`config.mk`:
```
export PLATFORM = sky130hd
export DESIGN_NAME = cache_snoop_responder
export DESIGN_NICKNAME = d
export VERILOG_FILES = /design/src/rtl/Cache_struct.sv /design/src/rtl/cache_snoop_fifo.sv /design/src/rtl/cache_snoop_responder.sv
export SDC_FILE = /design/constraint.sdc
export NUM_CORES = 1
export LEC_CHECK = 0
export ABC_CLOCK_PERIOD_IN_PS = 3800
export CAP_MARGIN = 20
export CORE_AREA = 3 3 85 107
export DETAILED_ROUTE_END_ITERATION = 7
export DIE_AREA = 0 0 88 110
export DONT_BUFFER_PORTS = 1
export PLACE_DENSITY = 0.77
export SYNTH_ARGS = -nofsm -noshare
export SYNTH_HDL_FRONTEND = slang
export SYNTH_HIERARCHICAL = 1
export SYNTH_SLANG_ARGS = --single-unit
```
`constraint.sdc`:
```
create_clock -name clk -period 3.8 [get_ports clk]
set_input_delay 0.76 -clock clk [delete_from_list [all_inputs] [get_ports clk]]
set_output_delay 0.76 -clock clk [all_outputs]
set_load 0.005 [all_outputs]
```
`src/rtl/Cache_struct.sv`:
```
// Shared cache type definitions: MESI line states, bus operations, MESI-FSM
// n-messages, and the snoop-responder entry/state types.
package Cache_struct;

  localparam int SNP_ADDR_W = 32;

  typedef enum logic [1:0] {
    MESI_I = 2'b00,
    MESI_S = 2'b01,
    MESI_E = 2'b10,
    MESI_M = 2'b11
  } mesi_struct;

  typedef enum logic [2:0] {
    NULL       = 3'd0,
    READ       = 3'd1,
    WRITE      = 3'd2,
    INVALIDATE = 3'd3,
    RWIM       = 3'd4
  } bus_struct;

  typedef enum logic [2:0] {
    NMSG_NULL         = 3'd0,
    SNOOP_READ_REQ    = 3'd1,
    SNOOP_READ_WITH_M = 3'd2,
    SNOOP_WRITE_REQ   = 3'd3,
    SNOOP_INVALID_CMD = 3'd4
  } n_struct;

  localparam logic [1:0] HIT   = 2'b00;
  localparam logic [1:0] HITM  = 2'b01;
  localparam logic [1:0] NOHIT = 2'b10;

  typedef struct packed {
    bus_struct               op;
    logic [SNP_ADDR_W-1:0]   addr;
    logic                    own;
  } snp_entry_t;

  typedef enum logic [1:0] {
    IDLE   = 2'd0,
    LOOKUP = 2'd1,
    RESP   = 2'd2,
    WAITWB = 2'd3
  } snp_state_t;

  // Snoop result for a foreign operation given the line's MESI state.
  function automatic logic [1:0] snoop_result(bus_struct op, mesi_struct st);
    logic [1:0] r;
    r = NOHIT;
    if (op == READ || op == RWIM) begin
      case (st)
        MESI_M:         r = HITM;
        MESI_E, MESI_S: r = HIT;
        default:        r = NOHIT;
      endcase
    end
    return r;
  endfunction

  // n-message forwarded to the MESI FSM for a snooped operation.
  function automatic n_struct snoop_nmsg(bus_struct op);
    n_struct n;
    case (op)
      READ:       n = SNOOP_READ_REQ;
      RWIM:       n = SNOOP_READ_WITH_M;
      WRITE:      n = SNOOP_WRITE_REQ;
      INVALIDATE: n = SNOOP_INVALID_CMD;
      default:    n = NMSG_NULL;
    endcase
    return n;
  endfunction

endpackage

```
`src/rtl/cache_snoop_fifo.sv`:
```
// Synchronous FIFO of pending snoops. ready is a registered not-full flag that
// is low during reset; a push while full is accepted only alongside a pop.
module cache_snoop_fifo
  import Cache_struct::*;
#(
  parameter int  DEPTH   = 2,
  parameter type entry_t = snp_entry_t
) (
  input  logic   clk,
  input  logic   rstb,
  input  logic   push,
  input  entry_t din,
  input  logic   pop,
  output entry_t head,
  output logic   empty,
  output logic   ready
);

  localparam int PW = $clog2(DEPTH);
  localparam logic [PW:0] FULL_CNT = (PW+1)'(DEPTH);

  entry_t        mem_q [DEPTH];
  logic [PW-1:0] wptr_q, wptr_d;
  logic [PW-1:0] rptr_q, rptr_d;
  logic [PW:0]   count_q, count_d;
  logic          ready_q, ready_d;
  logic          full;
  logic          do_push;
  logic          do_pop;

  assign empty   = (count_q == '0);
  assign full    = (count_q == FULL_CNT);
  assign do_pop  = pop && !empty;
  assign do_push = push && (!full || do_pop);
  assign head    = mem_q[rptr_q];
  assign ready   = ready_q;

  // Pointer/occupancy next-state; pointers wrap naturally at a power-of-2 depth.
  always_comb begin
    wptr_d = do_push ? wptr_q + 1'b1 : wptr_q;
    rptr_d = do_pop  ? rptr_q + 1'b1 : rptr_q;
    case ({do_push, do_pop})
      2'b10:   count_d = count_q + (PW+1)'(1);
      2'b01:   count_d = count_q - (PW+1)'(1);
      default: count_d = count_q;
    endcase
    ready_d = (count_d != FULL_CNT);
  end

  // Pointer, occupancy and ready registers.
  always_ff @(posedge clk or negedge rstb) begin
    if (!rstb) begin
      wptr_q  <= '0;
      rptr_q  <= '0;
      count_q <= '0;
      ready_q <= 1'b0;
    end else begin
      wptr_q  <= wptr_d;
      rptr_q  <= rptr_d;
      count_q <= count_d;
      ready_q <= ready_d;
    end
  end

  // Entry storage; contents are don't-care until written.
  always_ff @(posedge clk) begin
    if (do_push) mem_q[wptr_q] <= din;
  end

endmodule

```
`src/rtl/cache_snoop_responder.sv`:
```
// Snoop responder: queues foreign bus operations, looks up the line state,
// drives the snoop result and forwards the SNOOP_* message to the MESI FSM.
//
//   state  | meaning
//   IDLE   | waiting for a queued snoop; pops the head when one is present
//   LOOKUP | tag/state lookup outstanding; times out to state I
//   RESP   | one-cycle result: c_out/c_out_valid, optional nmsg
//   WAITWB | HITM given; holding off further snoops until flush write is done
module cache_snoop_responder
  import Cache_struct::*;
#(
  parameter int ADDR_W     = 32,
  parameter int FIFO_DEPTH = 2,
  parameter int LKUP_TMO   = 8,
  parameter int WB_TMO     = 16
) (
  input  logic              clk,
  input  logic              rstb,
  input  logic              snp_valid,
  output logic              snp_ready,
  input  bus_struct         snp_op,
  input  logic [ADDR_W-1:0] snp_addr,
  input  logic              snp_own,
  output logic              lookup_req,
  output logic [ADDR_W-1:0] lookup_addr,
  input  logic              lookup_ack,
  input  mesi_struct        lookup_state,
  output logic [1:0]        c_out,
  output logic              c_out_valid,
  output n_struct           nmsg_out,
  output logic              nmsg_valid,
  input  logic              wb_done,
  output logic              busy,
  output logic              err
);

  localparam int MAX_TMO = (LKUP_TMO > WB_TMO) ? LKUP_TMO : WB_TMO;
  localparam int CNT_W   = $clog2(MAX_TMO);

  typedef struct packed {
    bus_struct         op;
    logic [ADDR_W-1:0] addr;
    logic              own;
  } entry_t;

  snp_state_t       state_q, state_d;
  entry_t           hold_q, hold_d;
  mesi_struct       res_q, res_d;
  logic [CNT_W-1:0] cnt_q, cnt_d;
  logic             err_q, err_d;

  entry_t           fifo_din;
  entry_t           fifo_head;
  logic             fifo_push;
  logic             fifo_pop;
  logic             fifo_empty;
  logic [1:0]       res_code;

  // NULL operations are dropped at the input and never occupy a slot.
  assign fifo_din  = '{op: snp_op, addr: snp_addr, own: snp_own};
  assign fifo_push = snp_valid && snp_ready && (snp_op != NULL);

  cache_snoop_fifo #(
    .DEPTH   (FIFO_DEPTH),
    .entry_t (entry_t)
  ) u_fifo (
    .clk   (clk),
    .rstb  (rstb),
    .push  (fifo_push),
    .din   (fifo_din),
    .pop   (fifo_pop),
    .head  (fifo_head),
    .empty (fifo_empty),
    .ready (snp_ready)
  );

  assign busy = (state_q != IDLE) || !fifo_empty;
  assign err  = err_q;

  // Next-state and output decode for the snoop sequence.
  always_comb begin
    state_d     = state_q;
    hold_d      = hold_q;
    res_d       = res_q;
    cnt_d       = cnt_q;
    err_d       = err_q;
    fifo_pop    = 1'b0;
    lookup_req  = 1'b0;
    lookup_addr = '0;
    res_code    = NOHIT;
    c_out       = NOHIT;
    c_out_valid = 1'b0;
    nmsg_out    = NMSG_NULL;
    nmsg_valid  = 1'b0;

    case (state_q)
      IDLE: begin
        if (!fifo_empty) begin
          fifo_pop = 1'b1;
          hold_d   = fifo_head;
          if (fifo_head.own) begin
            res_d   = MESI_I;
            state_d = RESP;
          end else begin
            cnt_d   = CNT_W'(LKUP_TMO - 1);
            state_d = LOOKUP;
          end
        end
      end

      LOOKUP: begin
        lookup_req  = 1'b1;
        lookup_addr = hold_q.addr;
        if (lookup_ack) begin
          // Anything other than a legal S/E/M encoding is treated as invalid.
          case (lookup_state)
            MESI_S, MESI_E, MESI_M: res_d = lookup_state;
            default:                res_d = MESI_I;
          endcase
          state_d = RESP;
        end else if (cnt_q == '0) begin
          err_d   = 1'b1;
          res_d   = MESI_I;
          state_d = RESP;
        end else begin
          cnt_d = cnt_q - 1'b1;
        end
      end

      RESP: begin
        res_code    = hold_q.own ? NOHIT : snoop_result(hold_q.op, res_q);
        c_out       = res_code;
        c_out_valid = 1'b1;
        if (!hold_q.own && res_q != MESI_I) begin
          nmsg_valid = 1'b1;
          nmsg_out   = snoop_nmsg(hold_q.op);
        end
        if (res_code == HITM) begin
          cnt_d   = CNT_W'(WB_TMO - 1);
          state_d = WAITWB;
        end else begin
          state_d = IDLE;
        end
      end

      WAITWB: begin
        if (wb_done) begin
          state_d = IDLE;
        end else if (cnt_q == '0) begin
          err_d   = 1'b1;
          state_d = IDLE;
        end else begin
          cnt_d = cnt_q - 1'b1;
        end
      end

      default: state_d = IDLE;
    endcase
  end

  // State, held snoop, captured line state, timer and sticky error.
  always_ff @(posedge clk or negedge rstb) begin
    if (!rstb) begin
      state_q <= IDLE;
      hold_q  <= '0;
      res_q   <= MESI_I;
      cnt_q   <= '0;
      err_q   <= 1'b0;
    end else begin
      state_q <= state_d;
      hold_q  <= hold_d;
      res_q   <= res_d;
      cnt_q   <= cnt_d;
      err_q   <= err_d;
    end
  end

endmodule

```
==> results of run 1 <==
## state kept, by name, indices dropped and copies added, names as in the netlist
register / flops
cnt_q: 4
err: 1
hold_q: 36
res_q: 2
state_q: 2
u_fifo/count_q: 2
u_fifo/mem_q: 72
u_fifo/ready: 1
u_fifo/rptr_q: 1
u_fifo/wptr_q: 1
## stage by stage
| step | utilization [%] | total power, mW | hold slack [ns] |
|---|---|---|---|
| floorplan | - | 3.272 | 0.4591 |
| global placement | 62.71 | 3.471 | 0.4659 |
| detailed placement | 62.71 | 3.540 | 0.4658 |
| CTS | 70.73 | 5.236 | 0.09963 |
| global route | 70.73 | 5.469 | 0.09739 |
| finish | 70.73 | 5.169 | 0.1157 |
## power by group
group          internal (mW)  switching (mW)  leakage, nW
Combinational          0.714           0.656        0.608
Clock                   1.15           0.513        0.313
Sequential              1.87           0.272         1.25
Total                   3.73            1.44         2.17
## worst max path at each step
stage | endpoint | slack, ns | cells past startpoint
final | lookup_addr[31] | 0.82 | 3
after global routing | lookup_addr[31] | 0.61 | 3
after CTS | lookup_addr[31] | 0.76 | 3
after detailed placement | lookup_addr[31] | 1.30 | 3
after global placement | lookup_addr[22] | 1.34 | 3
after floorplan | u_fifo/mem_q[0][0]$_DFFE_PP_ | 0.55 | 7
## cell type report
cell class	count	area [µm²]	area share, %
tap	97	121.4	2.094
inverter	7	26.28	0.4534
clock buffer	24	490.5	8.463
sequential	122	3415	58.92
timing repair buffer	5	57.56	0.9931
clock inverter	8	138.9	2.396
multi-input combinational	180	1546	26.68
## logic make-up (layout without fill, tap and decap cells)
logic type	after synthesis	in the layout
xor gates and xnor gates	6	6
AOI/OAI and AO/OA	25	25
buffers and inverters	23	44
adders and majority gates	1	1
and+or+nand+nor	72	72
DFF	122	122
muxes	76	76
## critical path, cell delays in order (launching register included)
cell and delay (ns):
dfrtp_1 0.54, nor2b_2 0.61, buf_4 0.36, and2_1 0.20
## cell usage in the layout (no fill, tap or decap), types with 2 or more instances in the layout
cell type / instances
clkbuf_1: 2
dfrtp_1: 49
nor2_1: 9
clkbuf_8: 6
nor3_1: 5
and2_1: 32
mux2_2: 73
a22oi_1: 2
or3_1: 2
clkbuf_16: 16
nor2b_1: 2
o21a_1: 2
nand3b_1: 2
xnor2_1: 5
a32o_1: 2
clkinv_2: 3
or3b_1: 2
buf_4: 4
edfxtp_1: 72
nand2_1: 6
inv_1: 7
a21oi_1: 8
a31oi_1: 3
o21ai_0: 3
bufinv_16: 4
nand2b_1: 2
## metal layers
layer,vias up,track usage (%)
met4,0,6.908
met2,78,33.03
met5,-,0
met3,2,9.368
li1,1206,-
met1,1354,23.96
==> key figures, run 1 <==
Synth
  • Compound-Gate Fraction of Synth Area: 3.374%
  • Synth area leaders: edfxtp_1, dfrtp_1, mux2_2
  • Share of flip-flops with an asynchronous set or reset: around 40%
  • Synth top cells by count: mux2_2, edfxtp_1, dfrtp_1
  • Multiplexer area fraction after synthesis: between 10% and 20%
  • Post-Synth XOR/XNOR Area: 1.034%
  • Yosys top cell area share: a little over two fifths
  • Post-synth EDFFs: 72
  • Primary FF master, synth: edfxtp_1
  • Simple-Gate Fraction of Synth Area: under 10%
  • Synth Area in Adders: 0.2463%
  • Top-count cell post-synth: mux2_2
  • Ys Warns: 6
  • Combinational family with the most area after synthesis: multiplexers
  • Synth cell types: 42
  • Synthesized flop and latch total: 122
  • Cell Area, Synth: between 5000 and 6000 µm²
  • Syn Nets: 369
  • Syn_area_per_cell: ~16 µm²
  • Area leader, netlist: edfxtp_1
  • Post-Syn Instances: between 300 and 400
  • Sequential area share after synthesis: 67.19%

Final layout
  • N_diodes: 0
  • Nets: around 380
  • Area grow syn2layout: 14.09%
  • Final-layout fill cell count: 562
  • Fraction of layout cells with a size suffix above 1: between 30% and 40%
  • Non-filler cells, final: between 400 and 500
  • Post-route cell area: 5796 µm²

Floorplan
  • Initial Util: around three fifths
  • Row count: 37
  • Die W: between 80 and 90 µm
  • Core ar.: slightly above 8000 µm²
  • DIE AREA: between 9000 and 10,000 µm²
  • # IOs: 86
  • Die height: roughly 110 µm

Setup path
  • Reg2Reg Setup Slack: roughly 1.5 ns
  • CP Launch Type: register
  • Reg2Reg Depth: 6
  • CP Max Fanout: 21
  • Reg2reg end: u_fifo/mem_q[0][4]$_DFFE_PP_
  • Worst Setup End Kind: primary output
  • Worst path arrival time: 2.22 ns
  • Critical path class: reg -> out
  • Required time at the worst-slack endpoint: around 3.0 ns
  • Reg-to-Reg Start: u_fifo/count_q[0]$_DFF_PN0_
  • Setup crit start: state_q[0]$_DFFE_PN0P_

CTS
  • Clock slew at reported path FFs: ~0.05 ns
  • Post-CTS setup buffers: 0
  • Clk sink count: between 100 and 150
  • Longest Clk Path Bufs: 2
  • Clk_lat worst skew: approximately 0.5 ns
  • Root Driver: clkbuf_8
  • CTS tree: done
  • CTS Hold Bufs: 1
  • Num CTS Buffers: 17
  • H-tree Lvls: 4
  • CTS resizes: 0

Routing
  • DRC viols: 0
  • Drt total wl: around 9 mm
  • Post-DR vias/cell: roughly 6.0
  • DR WL met3: a little over 600 µm
  • Via count: about 2,600
  • Met2 WL post-DR: roughly 4.6 mm
  • Post-route ant nets: 0
  • WL/cell: 19.84 µm
  • Pre-antenna DRT Iters: 4
  • Met1 Routed Length: between 3 and 4 mm
  • DR top layer: met4
  • Initial drt markers: around 140

Timing
  • Setup Skew: 0.005058 ns
  • Crit share post-route: between 70 and 80%
  • Hold Violations, Final: 0
  • Worst slew pin tran: about 0.91 ns
  • Max Slew Vio Count: 0
  • F_max: between 300 and 400 MHz
  • Worst slew margin: 39.46%
  • Setup TNS: 0 ns
  • Unrepaired setup endpoints after global routing: no
  • Final setup fails: 0
  • Min Tclk post-route: around 3 ns
  • Final setup margin: roughly 0.82 ns

Outcome
  • Status: complete, no violations

Job
  • MaxCap Viol Count: 0

Global routing
  • Global route overflow: 0
  • Largest net degree at the start of global routing: 51
  • Gr usage total: around 20%
  • Vias in the first global route: about 2,800
  • Initial antenna violation count: 0
  • First-pass GRT wire length: 14.26 mm

Hold path
  • Worst min-delay path category: in -> async

Placed design
  • DP Worst Slack: ~1.3 ns
  • GP Congestion: 0.7991
  • I/O Buffers: 0
  • # placed instances: roughly 400
  • Post-DP HPWL: roughly 5.6 mm
  • DP Area: ~5100 µm²

Power
  • Peak VDD IR: ~0.0007 V
  • LEAKAGE: 2.172 nW
  • Pwr/cell area: 891.9 nW/µm²
(Power assumes the default switching activity.)
==> run 2, diff against run 1 <==
--- a/config.mk
+++ b/config.mk
@@ -5,13 +5,13 @@
 export SDC_FILE = /design/constraint.sdc
 export NUM_CORES = 1
 export LEC_CHECK = 0
-export ABC_CLOCK_PERIOD_IN_PS = 3800
+export ABC_CLOCK_PERIOD_IN_PS = 2700
 export CAP_MARGIN = 20
-export CORE_AREA = 3 3 85 107
+export CORE_AREA = 3 3 89 112
 export DETAILED_ROUTE_END_ITERATION = 7
-export DIE_AREA = 0 0 88 110
+export DIE_AREA = 0 0 92 115
 export DONT_BUFFER_PORTS = 1
-export PLACE_DENSITY = 0.77
+export PLACE_DENSITY = 0.74
 export SYNTH_ARGS = -nofsm -noshare
 export SYNTH_HDL_FRONTEND = slang
 export SYNTH_HIERARCHICAL = 1
==> constraint.sdc (replaced) <==
create_clock -name clk -period 2.7 [get_ports clk]
set_input_delay 0.54 -clock clk [delete_from_list [all_inputs] [get_ports clk]]
set_output_delay 0.54 -clock clk [all_outputs]
set_load 0.005 [all_outputs]
==> run 2 against run 1 <==
Cell count grew 6.3%. Flip-flop and latch count did not move. Wire length increased by 1.8%. Cell area up 0.95%. Critical path type unchanged. Critical endpoint is now nmsg_out[0]. Highest routed layer unchanged.
==> key figures, run 2 (synthesis gave the netlist of run 1 again) <==
Routing
  • Via count: 2,628
  • DRC viols: 0
  • WL/cell: 19.00 µm
  • Post-route ant nets: 0
  • Drt total wl: around 9.0 mm
  • Initial drt markers: around 120
  • Pre-antenna DRT Iters: 4
  • Post-DR vias/cell: approximately 5.6

Power
  • LEAKAGE: 2.172 nW
  • Pwr/cell area: approximately 1200 nW/µm²
  • Power, Total: 7.268 mW
  • Peak VDD IR: 0.0006606 V

Timing
  • Worst slew margin: roughly two fifths
  • Unrepaired setup endpoints after global routing: no
  • F_max: 403.8 MHz
  • Min Tclk post-route: about 2.5 ns
  • Crit share post-route: 91.72%
  • Worst slew pin tran: between 0.9 and 1 ns
  • Setup Skew: approximately 0.0083 ns
  • Max Slew Vio Count: 0
  • Setup TNS: 0 ns
  • Final setup fails: 0
  • Hold Violations, Final: 0

Floorplan
  • Die W: between 90 and 100 µm
  • Die height: between 100 and 150 µm
  • Initial Util: approximately 56%
  • Row count: 39
  • # IOs: 86
  • DIE AREA: around 11,000 µm²
  • Core ar.: around 9100 µm²

Final layout
  • Fraction of layout cells with a size suffix above 1: 34.77%
  • Commonest non-fill, non-tap cell in the layout: mux2_2
  • Register area: 3415 µm²
  • Max reg flops: a little over 70
  • Final-layout fill cell count: roughly 660
  • Area occupied by multi-input gates: ~1500 µm²
  • Post-route cell area: slightly below 6000 µm²
  • Largest Register: u_fifo/mem_q
  • Nets: 380
  • Most frequent cells in the layout: mux2_2, edfxtp_1, dfrtp_1
  • Area grow syn2layout: 15.17%
  • Biggest regs: u_fifo/mem_q: 72 flops, hold_q: 36 flops, cnt_q: 4 flops
  • N_diodes: 0

CTS
  • Root Driver: clkbuf_16
  • Num CTS Buffers: 17
  • Longest Clk Path Bufs: 2
  • Post-CTS setup buffers: 0
  • CTS resizes: 0
  • Clk sink count: 122
  • H-tree Lvls: 4
  • Clock slew at reported path FFs: around 0.05 ns
  • Clk_lat worst skew: between 0.4 and 0.5 ns
  • CTS Hold Bufs: 2
  • CTS tree: done

Global routing
  • Largest net degree at the start of global routing: slightly above 50
  • First-pass GRT wire length: 14.35 mm
  • Global route overflow: 0
  • Vias in the first global route: roughly 2,800
  • Initial antenna violation count: 0
  • Gr usage total: 18.27%

Setup path
  • Worst path arrival time: 1.94 ns
  • Worst Setup End Kind: primary output
  • CP Max Fanout: 10
  • Required time at the worst-slack endpoint: approximately 2.2 ns
  • Crit-path cells: buf_4, inv_1, nand2_1, or3_1, nor3_1
  • CP max-delay cell: or3_1
  • CP Launch Type: register
  • CP delay by family, top: simple AND/OR/NAND/NOR gates
  • Critical path class: reg -> out
  • Biggest cell delay along the critical path: 0.44 ns
  • Buf/Inv on CP: 2

Outcome
  • Status: complete, no violations

Placed design
  • Post-DP HPWL: about 5.5 mm
  • I/O Buffers: 0
  • GP Congestion: around 0.80
  • DP Area: 5179 µm²

Job
  • MaxCap Viol Count: 0

Hold path
  • Worst min-delay path category: in -> reg
[run 2: cell count changes in the layout (fill, tap and decap cells not counted), sizes merged]
cell / previous run / this run
bufinv: 4 / 3
dlygate4sd3: 0 / 1
clkinvlp: 0 / 2
buf: 5 / 7
clkinv: 4 / 2
[run 2: cell type report]
type                       count  share of cell area, %
inverter                       7                 0.4491
timing repair buffer           8                  1.754
multi-input combinational    180                  26.43
tap                          123                  2.630
clock buffer                  24                  8.405
clock inverter                 7                  1.967
sequential                   122                  58.36
[run 2: worst reg2reg max path: stages, from the launching register on]
cell	delay, ns
dfrtp_1	0.46
nor2_1	0.32
nor3_2	0.09
or3b_1	0.39
and3_2	0.54
[run 2: per-stage QoR]
stage	worst slack [ns]	util [%]	cells	hold WS, ns
after global placement	0.4441	57.06	437	0.2458
after global routing	0.1221	64.46	471	0.2037
final	0.2237	64.46	471	0.2255
after CTS	0.2070	64.16	470	0.2067
after detailed placement	0.4217	57.06	437	0.2461
after floorplan	0.05072	-	325	0.2444
[run 2: final timing paths]
check	startpoint	cells past startpoint	slack, ns	endpoint
min in group asynchronous	rstb	2	0.71	hold_q[1]$_DFFE_PN0P_
max in group asynchronous	rstb	2	1.75	u_fifo/rptr_q$_DFFE_PN0N_
worst max-delay path	state_q[0]$_DFFE_PN0P_	5	0.22	nmsg_out[0]
worst min register to register	hold_q[9]$_DFFE_PN0P_	1	0.50	hold_q[9]$_DFFE_PN0P_
worst min-delay path	snp_addr[25]	0	0.23	u_fifo/mem_q[0][26]$_DFFE_PP_
worst max register to register	u_fifo/count_q[1]$_DFF_PN0_	4	0.51	u_fifo/mem_q[1][0]$_DFFE_PP_
[run 2: report_power, final]
group          switching, mW  internal (mW)  leakage (nW)  total, mW
Sequential             0.324           2.63          1.25       2.95
Combinational          0.988           1.04         0.628       2.03
Clock                  0.743           1.54         0.292       2.28
Total                   2.06           5.21          2.17       7.27
[run 2: metal layers]
layer,wire [µm],GRT usage (%),part of all wire [%],vias up
met1,3638,21.72,41,1318
met3,728,8.377,8.1,9
met4,76,7.433,0.85,0
met5,0,0,0,-
met2,4506,29.14,50,89
li1,-,-,-,1212
==> run 3, diff against run 2 <==
--- a/config.mk
+++ b/config.mk
@@ -11,7 +11,9 @@
 export DETAILED_ROUTE_END_ITERATION = 7
 export DIE_AREA = 0 0 92 115
 export DONT_BUFFER_PORTS = 1
+export MAX_ROUTING_LAYER = met4
 export PLACE_DENSITY = 0.74
+export SLEW_MARGIN = 20
 export SYNTH_ARGS = -nofsm -noshare
 export SYNTH_HDL_FRONTEND = slang
 export SYNTH_HIERARCHICAL = 1
==> run 3 against run 2 <==
Sequential power is essentially flat. Largest power group unchanged. Hold slack better by 0.00055 ns. First-iteration DRC count grew 4.8%. Combinational power about the same.
==> key figures, run 3 (synthesis gave the netlist of run 1 again) <==
Timing
  • Worst slew pin tran: roughly 0.90 ns
  • Final setup fails: 0
  • Hold Worst Slack: between 0.2 and 0.25 ns
  • Hold Violations, Final: 0
  • Worst slew margin: 39.70%
  • Unrepaired setup endpoints after global routing: no
  • Min Tclk post-route: between 2 and 2.5 ns
  • F_max: a little over 400 MHz
  • Setup Skew: around 0.009 ns
  • Crit share post-route: between 90 and 100%
  • Max Slew Vio Count: 0
  • Setup TNS: 0 ns

Global routing
  • Initial antenna violation count: 0
  • Largest net degree at the start of global routing: 51
  • Gr usage total: 18.82%
  • First-pass GRT wire length: about 14 mm
  • Vias in the first global route: ~2,800
  • Global route overflow: 0

CTS
  • Clock slew at reported path FFs: ~0.050 ns
  • Longest Clk Path Bufs: 2
  • Num CTS Buffers: 17
  • H-tree Lvls: 4
  • CTS resizes: 0
  • CTS tree: done
  • Clk sink count: 122
  • Clk_lat worst skew: around 0.4 ns
  • Root Driver: clkbuf_16

Final layout
  • Final-layout fill cell count: between 600 and 700
  • Largest Register: u_fifo/mem_q
  • Max reg flops: 72
  • Commonest non-fill, non-tap cell in the layout: mux2_2
  • Biggest regs: u_fifo/mem_q: 72 flops, hold_q: 36 flops, cnt_q: 4 flops
  • N_diodes: 0
  • Fraction of layout cells with a size suffix above 1: between 30% and 40%
  • Area grow syn2layout: 15.17%
  • Most frequent cells in the layout: mux2_2, edfxtp_1, dfrtp_1
  • Nets: 380

Placed design
  • Post-DP HPWL: 5.465 mm
  • I/O Buffers: 0
  • GP Congestion: 0.8090

Setup path
  • Required time at the worst-slack endpoint: ~2.2 ns
  • Reg-to-Reg Start: u_fifo/count_q[1]$_DFF_PN0_
  • Worst Setup End Kind: primary output
  • Critical path class: reg -> out
  • Reg2Reg Setup Slack: about 0.5 ns
  • Worst path arrival time: a little under 2 ns
  • Reg2reg end: u_fifo/mem_q[1][0]$_DFFE_PP_
  • CP Max Fanout: 10
  • Reg2Reg Depth: 4
  • CP Launch Type: register

Power
  • Peak VDD IR: approximately 0.00066 V
  • Pwr/cell area: 1242 nW/µm²
  • LEAKAGE: ~2.2 nW

Hold path
  • Hold EP: u_fifo/mem_q[0][13]$_DFFE_PP_
  • Hold path start: snp_addr[12]
  • Worst hold stages: 0
  • Worst min-delay path category: in -> reg

Routing
  • Pre-antenna DRT Iters: 4
  • WL/cell: ~19 µm
  • Post-DR vias/cell: ~5.6
  • DRC viols: 0
  • Post-route ant nets: 0
  • Initial drt markers: 130
  • Via count: roughly 2,600
  • Drt total wl: 8.927 mm

Floorplan
  • Row count: 39
  • Die height: about 120 µm
  • # IOs: 86
  • Core ar.: 9076 µm²
  • Initial Util: between 50% and 60%
  • DIE AREA: roughly 11,000 µm²
  • Die W: slightly above 90 µm

Outcome
  • Status: complete, no violations

Job
  • MaxCap Viol Count: 0
## run 3: worst max-delay path, stage by stage, from the launching register on
cell	delay (ns)
dfrtp_1	0.39
buf_4	0.18
inv_1	0.15
nand2_1	0.12
or3_1	0.44
nor3_1	0.26
## run 3: area by class of cell
cell class                 count  area [µm²]  share of cell area, %
clock inverter                 7       115.1                  1.967
multi-input combinational    180        1546                  26.43
timing repair buffer           8       102.6                  1.754
tap                          123       153.9                  2.630
clock buffer                  24       491.7                  8.405
inverter                       7       26.28                 0.4491
sequential                   122        3415                  58.36
## run 3: worst max path at each step
| stage | depth (start not counted) | slack, ns | start | end |
|---|---|---|---|---|
| 2_1_floorplan | 7 | 0.05 | state_q[1]$_DFFE_PN0P_ | u_fifo/mem_q[0][0]$_DFFE_PP_ |
| 3_3_place_gp | 4 | 0.44 | state_q[1]$_DFFE_PN0P_ | u_fifo/mem_q[0][16]$_DFFE_PP_ |
| 3_5_place_dp | 4 | 0.42 | state_q[1]$_DFFE_PN0P_ | u_fifo/mem_q[0][0]$_DFFE_PP_ |
| 4_1_cts | 5 | 0.21 | state_q[0]$_DFFE_PN0P_ | nmsg_out[1] |
| 5_1_grt | 5 | 0.12 | state_q[0]$_DFFE_PN0P_ | nmsg_out[1] |
| 6_report | 5 | 0.22 | state_q[0]$_DFFE_PN0P_ | nmsg_out[0] |
## run 3: timing repair
item                      4_1_cts  5_1_grt
hold endpoints to repair       50        0
buffers inserted                0        0
hold buffers                    2        0
## run 3: per-layer routing
metal  vias up  share of wire, %  track usage (%)
met2        82                50            29.09
met3        13               7.5            7.984
met4         0               1.5            7.730
li1       1212                 -                -
met5         -                 0                -
met1      1329                41            21.81
## run 3: per-stage QoR
stage / power [mW] / util (%) / std cells / worst slack, ns / instance area, µm²
after global routing: 7.667 / 64.46 / 471 / 0.1239 / 5851
after global placement: 4.915 / 57.06 / 437 / 0.4441 / 5179
after detailed placement: 4.988 / 57.06 / 437 / 0.4217 / 5179
final: 7.264 / 64.46 / 471 / 0.2217 / 5851
after floorplan: 4.605 / - / 325 / 0.05072 / 5082
after CTS: 7.324 / 64.16 / 470 / 0.2070 / 5823
## run 3: where the power goes
group,switching [mW],internal (mW)
Sequential,0.326,2.63
Clock,0.741,1.54
Combinational,0.984,1.04
